File: config.mk
export PLATFORM = sky130hd
export DESIGN_NAME = xif_issue_initiator
export DESIGN_NICKNAME = d
export VERILOG_FILES = /design/src/rtl/xif_issue_initiator.sv
export SDC_FILE = /design/constraint.sdc
export NUM_CORES = 1
export LEC_CHECK = 0
export ABC_CLOCK_PERIOD_IN_PS = 3800
export CAP_MARGIN = 20
export CORE_AREA = 2 2 155 157
export CTS_BUF_LIST = sky130_fd_sc_hd__clkbuf_16
export DETAILED_ROUTE_END_ITERATION = 16
export DIE_AREA = 0 0 157 159
export MAX_ROUTING_LAYER = met4
export PLACE_DENSITY = 0.8
export SYNTH_ARGS = -nofsm -noshare
export SYNTH_HDL_FRONTEND = slang
export SYNTH_SLANG_ARGS = --single-unit
File: constraint.sdc
create_clock -name clk_i -period 3.8 [get_ports clk_i]
set_input_delay 0.76 -clock clk_i [delete_from_list [all_inputs] [get_ports clk_i]]
set_output_delay 0.76 -clock clk_i [all_outputs]
set_load 0.1 [all_outputs]
File: src/rtl/xif_issue_initiator.sv
// rtl/xif_issue_initiator.sv - eXtension-interface issue/commit/result initiator with ID scoreboard
module xif_issue_initiator #(
    parameter int X_ID_WIDTH      = 4,
    parameter int X_NUM_RS        = 3,
    parameter int MAX_OUTSTANDING = 4
) (
    input  logic                    clk_i,
    input  logic                    rst_ni,
    input  logic                    cmd_valid_i,
    output logic                    cmd_ready_o,
    input  logic [31:0]             cmd_instr_i,
    input  logic [32*X_NUM_RS-1:0]  cmd_rs_i,
    input  logic                    cmd_kill_i,
    output logic                    issue_valid_o,
    input  logic                    issue_ready_i,
    output logic [31:0]             issue_instr_o,
    output logic [X_ID_WIDTH-1:0]   issue_id_o,
    output logic [32*X_NUM_RS-1:0]  issue_rs_o,
    output logic [X_NUM_RS-1:0]     issue_rs_valid_o,
    input  logic                    issue_accept_i,
    input  logic                    issue_writeback_i,
    output logic                    commit_valid_o,
    output logic [X_ID_WIDTH-1:0]   commit_id_o,
    output logic                    commit_kill_o,
    input  logic                    result_valid_i,
    output logic                    result_ready_o,
    input  logic [X_ID_WIDTH-1:0]   result_id_i,
    input  logic [31:0]             result_data_i,
    input  logic [4:0]              result_rd_i,
    input  logic                    result_we_i,
    output logic                    rsp_valid_o,
    output logic [X_ID_WIDTH-1:0]   rsp_id_o,
    output logic [31:0]             rsp_data_o,
    output logic [4:0]              rsp_rd_o,
    output logic                    rsp_we_o,
    output logic                    rej_valid_o,
    output logic                    err_o,
    output logic [15:0]             issued_cnt_o,
    output logic [15:0]             retired_cnt_o
);

    localparam int NUM_IDS = 2 ** X_ID_WIDTH;
    localparam int CNT_W   = X_ID_WIDTH + 1;

    typedef enum logic {S_IDLE, S_ISSUE} state_t;

    state_t                    r_state;
    state_t                    w_state_nxt;
    logic                      r_active;
    logic [31:0]               r_instr;
    logic [32*X_NUM_RS-1:0]    r_rs;
    logic                      r_kill;
    logic                      r_writeback;
    logic [X_ID_WIDTH-1:0]     r_next_id;
    logic [NUM_IDS-1:0]        r_pending;
    logic [CNT_W-1:0]          r_outstanding;
    logic                      r_commit_valid;
    logic [X_ID_WIDTH-1:0]     r_commit_id;
    logic                      r_commit_kill;
    logic                      r_rej_valid;
    logic                      r_rsp_valid;
    logic [X_ID_WIDTH-1:0]     r_rsp_id;
    logic [31:0]               r_rsp_data;
    logic [4:0]                r_rsp_rd;
    logic                      r_rsp_we;
    logic                      r_err;
    logic [15:0]               r_issued_cnt;
    logic [15:0]               r_retired_cnt;

    logic                      w_cmd_hs;
    logic                      w_issue_hs;
    logic                      w_set;
    logic                      w_res_hit;
    logic                      w_res_miss;
    logic [NUM_IDS-1:0]        w_set_mask;
    logic [NUM_IDS-1:0]        w_clr_mask;

    assign w_cmd_hs   = cmd_valid_i && cmd_ready_o;
    assign w_issue_hs = (r_state == S_ISSUE) && issue_ready_i;
    // Only accepted, non-killed instructions will ever return a result
    assign w_set      = w_issue_hs && issue_accept_i && !r_kill;
    assign w_res_hit  = result_valid_i && r_pending[result_id_i];
    assign w_res_miss = result_valid_i && !r_pending[result_id_i];

    // State register
    always_ff @(posedge clk_i or negedge rst_ni) begin
        if (!rst_ni) r_state <= S_IDLE;
        else         r_state <= w_state_nxt;
    end

    // Next-state logic: one instruction in flight on the issue channel at a time
    always_comb begin
        w_state_nxt = r_state;
        case (r_state)
            S_IDLE:  if (w_cmd_hs)      w_state_nxt = S_ISSUE;
            S_ISSUE: if (issue_ready_i) w_state_nxt = S_IDLE;
            default:                    w_state_nxt = S_IDLE;
        endcase
    end

    // Outputs: r_active keeps cmd_ready_o low while in reset
    always_comb begin
        cmd_ready_o      = r_active && (r_state == S_IDLE) &&
                           (r_outstanding < CNT_W'(MAX_OUTSTANDING)) && !r_pending[r_next_id];
        issue_valid_o    = (r_state == S_ISSUE);
        issue_rs_valid_o = {X_NUM_RS{issue_valid_o}};
    end

    // Command holding register, ID allocation, commit/reject strobes, issue counter
    always_ff @(posedge clk_i or negedge rst_ni) begin
        if (!rst_ni) begin
            r_active       <= 1'b0;
            r_instr        <= '0;
            r_rs           <= '0;
            r_kill         <= 1'b0;
            r_writeback    <= 1'b0;
            r_next_id      <= '0;
            r_commit_valid <= 1'b0;
            r_commit_id    <= '0;
            r_commit_kill  <= 1'b0;
            r_rej_valid    <= 1'b0;
            r_issued_cnt   <= '0;
        end else begin
            r_active       <= 1'b1;
            r_commit_valid <= w_issue_hs;
            r_rej_valid    <= w_issue_hs && !issue_accept_i;
            if (w_cmd_hs) begin
                r_instr <= cmd_instr_i;
                r_rs    <= cmd_rs_i;
                r_kill  <= cmd_kill_i;
            end
            if (w_issue_hs) begin
                r_writeback   <= issue_writeback_i;
                r_commit_id   <= r_next_id;
                r_commit_kill <= r_kill || !issue_accept_i;
                r_next_id     <= r_next_id + 1'b1;
                r_issued_cnt  <= r_issued_cnt + 16'd1;
            end
        end
    end

    // One-hot set/clear masks so a commit and a result on different IDs both land
    always_comb begin
        w_set_mask = '0;
        w_clr_mask = '0;
        if (w_set)     w_set_mask[r_next_id]   = 1'b1;
        if (w_res_hit) w_clr_mask[result_id_i] = 1'b1;
    end

    // Scoreboard, result forwarding, sticky error and retire counter
    always_ff @(posedge clk_i or negedge rst_ni) begin
        if (!rst_ni) begin
            r_pending     <= '0;
            r_outstanding <= '0;
            r_rsp_valid   <= 1'b0;
            r_rsp_id      <= '0;
            r_rsp_data    <= '0;
            r_rsp_rd      <= '0;
            r_rsp_we      <= 1'b0;
            r_err         <= 1'b0;
            r_retired_cnt <= '0;
        end else begin
            r_pending     <= (r_pending & ~w_clr_mask) | w_set_mask;
            r_outstanding <= r_outstanding + CNT_W'(w_set) - CNT_W'(w_res_hit);
            r_rsp_valid   <= w_res_hit;
            if (w_res_hit) begin
                r_rsp_id      <= result_id_i;
                r_rsp_data    <= result_data_i;
                r_rsp_rd      <= result_rd_i;
                r_rsp_we      <= result_we_i;
                r_retired_cnt <= r_retired_cnt + 16'd1;
            end
            if (w_res_miss) r_err <= 1'b1;
        end
    end

    assign issue_instr_o  = r_instr;
    assign issue_id_o     = r_next_id;
    assign issue_rs_o     = r_rs;
    assign commit_valid_o = r_commit_valid;
    assign commit_id_o    = r_commit_id;
    assign commit_kill_o  = r_commit_kill;
    assign result_ready_o = r_active;
    assign rsp_valid_o    = r_rsp_valid;
    assign rsp_id_o       = r_rsp_id;
    assign rsp_data_o     = r_rsp_data;
    assign rsp_rd_o       = r_rsp_rd;
    assign rsp_we_o       = r_rsp_we;
    assign rej_valid_o    = r_rej_valid;
    assign err_o          = r_err;
    assign issued_cnt_o   = r_issued_cnt;
    assign retired_cnt_o  = r_retired_cnt;

endmodule
# Word-level counts from Yosys, hierarchy flattened
# Cells that the tools add are included.
[op_classes]
addsub = 5
order_cmp = 5
n_mux = 13
n_bitwise = 4
reduce_logical = 17
[ops]
columns = ["op", "n"]
rows = [
  ["16-bit by 1-bit adder with 16-bit output (second input constant)", 2],
  ["16-bit 2-to-1 mux", 2],
  ["16-bit bitwise AND", 1],
  ["16-bit NOT", 1],
  ["16-bit OR", 1],
  ["1-bit logical AND", 12],
  ["4-bit by 5-bit < comparator with 1-bit output (second input constant)", 2],
  ["1-bit binary-select mux with 4-bit select", 2],
  ["1-bit demux with 4-bit select", 2],
  ["4-bit by 1-bit >= comparator with 1-bit output (second input constant)", 2],
  ["1-bit 2-to-1 mux", 6],
  ["5-bit by 1-bit adder with 5-bit output", 1],
  ["5-bit by 3-bit < comparator with 1-bit output (second input constant)", 1],
  ["5-bit by 1-bit subtractor with 5-bit output", 1],
  ["4-bit by 1-bit adder with 4-bit output (second input constant)", 1],
  ["1-bit zero test", 4],
  ["1-bit case mux with 2 select lines", 1],
  ["1-bit logical OR", 1],
  ["1-bit NOT", 1],
]
[word_totals]
reg_bits = 239
input_bits = 178
wordCells = 64

# Longest topological paths before layout
[logic_depth]
depth_word = 8
ltp_mapped = 14

# Worst setup path before layout
# OpenSTA, ideal clock, no wires.
[synth_path]
path_kind = "register to register"
from = "register r_next_id[0] (netlist: issue_id_o[0])"
to = "register r_instr[25] (netlist: issue_instr_o[25])"
setup_time_ps = 125
t_arrival_ps = 4274
required_ps = 3675
slack_ps = -599
path_stages_with_launch = 9
period_less_slack_ps = 4399
cell_sequence = "dfrtp_1 -> buf_2 -> mux4_2 -> mux2_2 -> a2111oi_4 -> nand2_1 -> buf_6 -> buf_6 -> mux2_4"
[synth_between]
elab_chain_cells = 5
[synth_rtl]
columns = ["item", "line_no", "text"]
rows = [
  ["start, declared", "54", "logic [X_ID_WIDTH-1:0] r_next_id;"],
  ["start signal, assigned", "136", "r_next_id <= r_next_id + 1'b1;"],
  ["1-bit binary-select mux with 4-bit select", "104", "(r_outstanding < CNT_W'(MAX_OUTSTANDING)) && !r_pending[r_next_id];"],
  ["1-bit 2-to-1 mux (implied by the code)", "104", ""],
  ["1-bit zero test", "104", ""],
  ["1-bit logical AND", "104", ""],
  ["net cmd_ready_o", "10", "output logic cmd_ready_o,"],
  ["1-bit logical AND", "78", "assign w_cmd_hs = cmd_valid_i && cmd_ready_o;"],
  ["end signal, assigned", "128", "r_instr <= cmd_instr_i;"],
  ["end, declared", "50", "logic [31:0] r_instr;"],
]
# The timed path passes the listed nets, and every way through them passes these cells. The select of a mux whose other input is x is not followed.
# A chain may end at the register's enable or synchronous reset.

# Final worst setup path
[layout_path]
from = "register r_next_id[0] (netlist: issue_id_o[0])"
to = "output port cmd_ready_o"
[layout_between]
elab_chain_cells = 4
[layout_rtl]
columns = ["item", "line_no"]
rows = [
  ["1-bit binary-select mux with 4-bit select", "104"],
  ["1-bit 2-to-1 mux (implied by the code)", "104"],
  ["1-bit zero test", "104"],
  ["1-bit logical AND", "104"],
  ["end, declared", "10"],
]
# Every way passes these cells. The select of a mux whose other input is x is not followed.

==> flow_summary_export.csv <==
group,metric,value,unit
status,status,"finished clean",
detailed_routing,drc,0,
grt,grt_max_degree,102,
sta,worst-slew-pin-transition,1.089,ns
sta,hold_ws,0.2612,ns
sta,setup_violations,0,
detailed_routing,drt_iter0_drc,309,
finish,drive_above_1_share,21.79,%
grt,overflow,0,
detailed_routing,avgViaCountPerCell,4.872,
clock_network,hold_buffers,0,
setup_path,setup.worst_path.start_class,"flop",
detailed_routing,num_vias,6918,
floorplan,dieArea,0.02496,mm^2
synthesis,synth.largest_area_cell,"dfrtp_1",
setup_path,path_delay_family,"multiplexers",
sta,clock.fmax,284.2,MHz
setup_path,cpMaxStageDelayCell,"a2111oi_4",
setup_path,crit_buf_inv,1,
synthesis,yosysMostFrequentCell,"dfrtp_1",
sta,rsz0062_at_grt,"false",
hold_path,hold_class,"in2async",
synthesis,yosysWarnings,0,
placed_design,dpl.hpwl,20860,um
placed_design,place.gp.congestion,0.8252,
synthesis,syn_area_per_cell,15.12,um^2
synthesis,async_flop_share,100.0,%
clock_network,clock_latency,0.53,ns
placed_design,dp_cells,1367,
floorplan,fp.dieW,157,um
synthesis,ys_seq_elements,239,
floorplan,ios,399,
finish,fin_util,65.62,%
floorplan,die-height,159,um
sta,fin_skew,0.01338,ns
finish,area_delta_synth_final,51.17,%
synthesis,synth_common_cells,"dfrtp_1 (239), mux2_4 (99), mux2_2 (77)",
sta,max_slew_margin,27.20,%
synthesis,netlist_instances,666,
synthesis,synth_flop_cell,"dfrtp_1",
detailed_routing,drtPass1Iterations,4,
setup_path,worstSetupPathType,"reg2out",
clock_network,cts-root-buf,"clkbuf_16",
setup_path,required,3.04,ns
grt,antenna_found_initial,4,
clock_network,cts-resized-gates,0,
setup_path,path_max_fanout,11,
synthesis,synth_area_leaders,"dfrtp_1 (59%), mux2_4 (15%), mux2_2 (8.6%)",
grt,grt_pass1_wl,43240,um
sta,tns,0,ns
clock_network,clockBufferDepth,3,
finish,nets,1268,
grt,track_usage,22.98,%
setup_path,crit_path_end_kind,"primary output",
setup_path,crit_chain,"mux4_2, mux2_2, a2111oi_4, buf_12",
clock_network,numCtsBuffers,27,
sta,fin_crit_sh,92.58,%
placed_design,numPortBuffers,397,
floorplan,rows,56,
finish,stdcell_count,1420,
setup_path,arrival,2.76,ns
synthesis,synth.yosys.seq_area_share,59.41,%
sta,min_period,3.518,ns
run,maxCapViolCount,0,
detailed_routing,routed_wl,28180,um
floorplan,start_util,43.41,%
synthesis,synth-edff-count,0,
detailed_routing,drtAntennaViolNets,0,
synthesis,synth_area,0.01007,mm^2
clock_network,cts_max_level,1,
clock_network,cts_tree,"built",
synthesis,synth_fp_nets,857,
grt,grt_pass1_vias,7479,
synthesis,synth_top_area_share,59.41,%
clock_network,cts_setup_buffers,0,
synthesis,synth_cell_type_count,42,
detailed_routing,avgRoutedWirePerCell,19.85,um
floorplan,core_area,0.02319,mm^2
sta,hold_viol_final,0,
clock_network,path_clk_slew,0.06,ns
clock_network,cts.sinks,239,
sta,slew_viol_final,0,
setup_path,slowest_delay,0.59,ns
state kept, by name, summed over array words and instances, names as in the netlist, 5 cells and up:
| name | count |
|---|---|
| issue_rs_o | 96 |
| rsp_rd_o | 5 |
| r_pending | 16 |
| issue_instr_o | 32 |
| r_outstanding | 5 |
| retired_cnt_o | 16 |
| issued_cnt_o | 16 |
| rsp_data_o | 32 |
area by class of cell:
class,count,area [um^2]
fillers,1717,7974
flip-flops and latches,239,5988
repair buffers,411,4121
multi-input cells,380,3834
clock buffers,27,675.6
well taps,319,399.1
clock inverters,22,122.6
inverters,18,67.56
diodes,4,10.01
routing by layer:
layer	track usage (%)	vias to the layer above	wire length (um)
met5	-	-	0
met1	26.91	3410	11060
met4	7.548	0	954
met3	6.968	54	2437
li1	-	3166	-
met2	37.76	288	13730
cells by family after synthesis:
logic type / share of synthesized area, %
DFF: 59.41
muxes: 24.82
and+or+nand+nor: 5.083
buffers and inverters: 2.747
AOI/OAI and AO/OA: 3.082
xor gates and xnor gates: 3.132
adders and majority gates: 1.690
other: 0.03725
worst paths after layout:
kind,startpoint,to,slack (ns),cells after the start
worst max-delay path,issue_id_o[0],cmd_ready_o,0.28,4
worst min-delay path,rst_ni,retired_cnt_o[1],0.26,1
worst max register to register,issue_id_o[0],issue_rs_o[51],0.78,6
worst min register to register,retired_cnt_o[15],retired_cnt_o[15],0.48,1
max in group asynchronous,rst_ni,issue_id_o[0],2.69,2
min in group clk_i,retired_cnt_o[15],retired_cnt_o[15],0.48,1
placed cells by master (no fill, tap or decap), types with 5 or more instances in the layout:
master           count
xor2_1               5
ha_1                12
mux2_2              77
mux2_4              99
inv_1               31
o21ai_0              7
nand3_1             13
clkdlybuf4s50_1    391
mux2i_1             10
xnor2_1             31
nand2_1             41
dfrtp_1            235
nor2_1              12
clkbuf_16           27
and3_1              10
buf_4               15
nand4_1              8
a22o_1              16
metrics by stage:
step                      area, um^2  worst slack [ns]
after floorplan                10120           0.02745
after global placement         14410            0.1326
after detailed placement       14410           0.01514
after CTS                      15210            0.2173
after global routing           15220            0.1846
final                          15220            0.2819
Power is not shown: default switching activity piles up to over one toggle a cycle in this logic, so the estimate is an artifact.
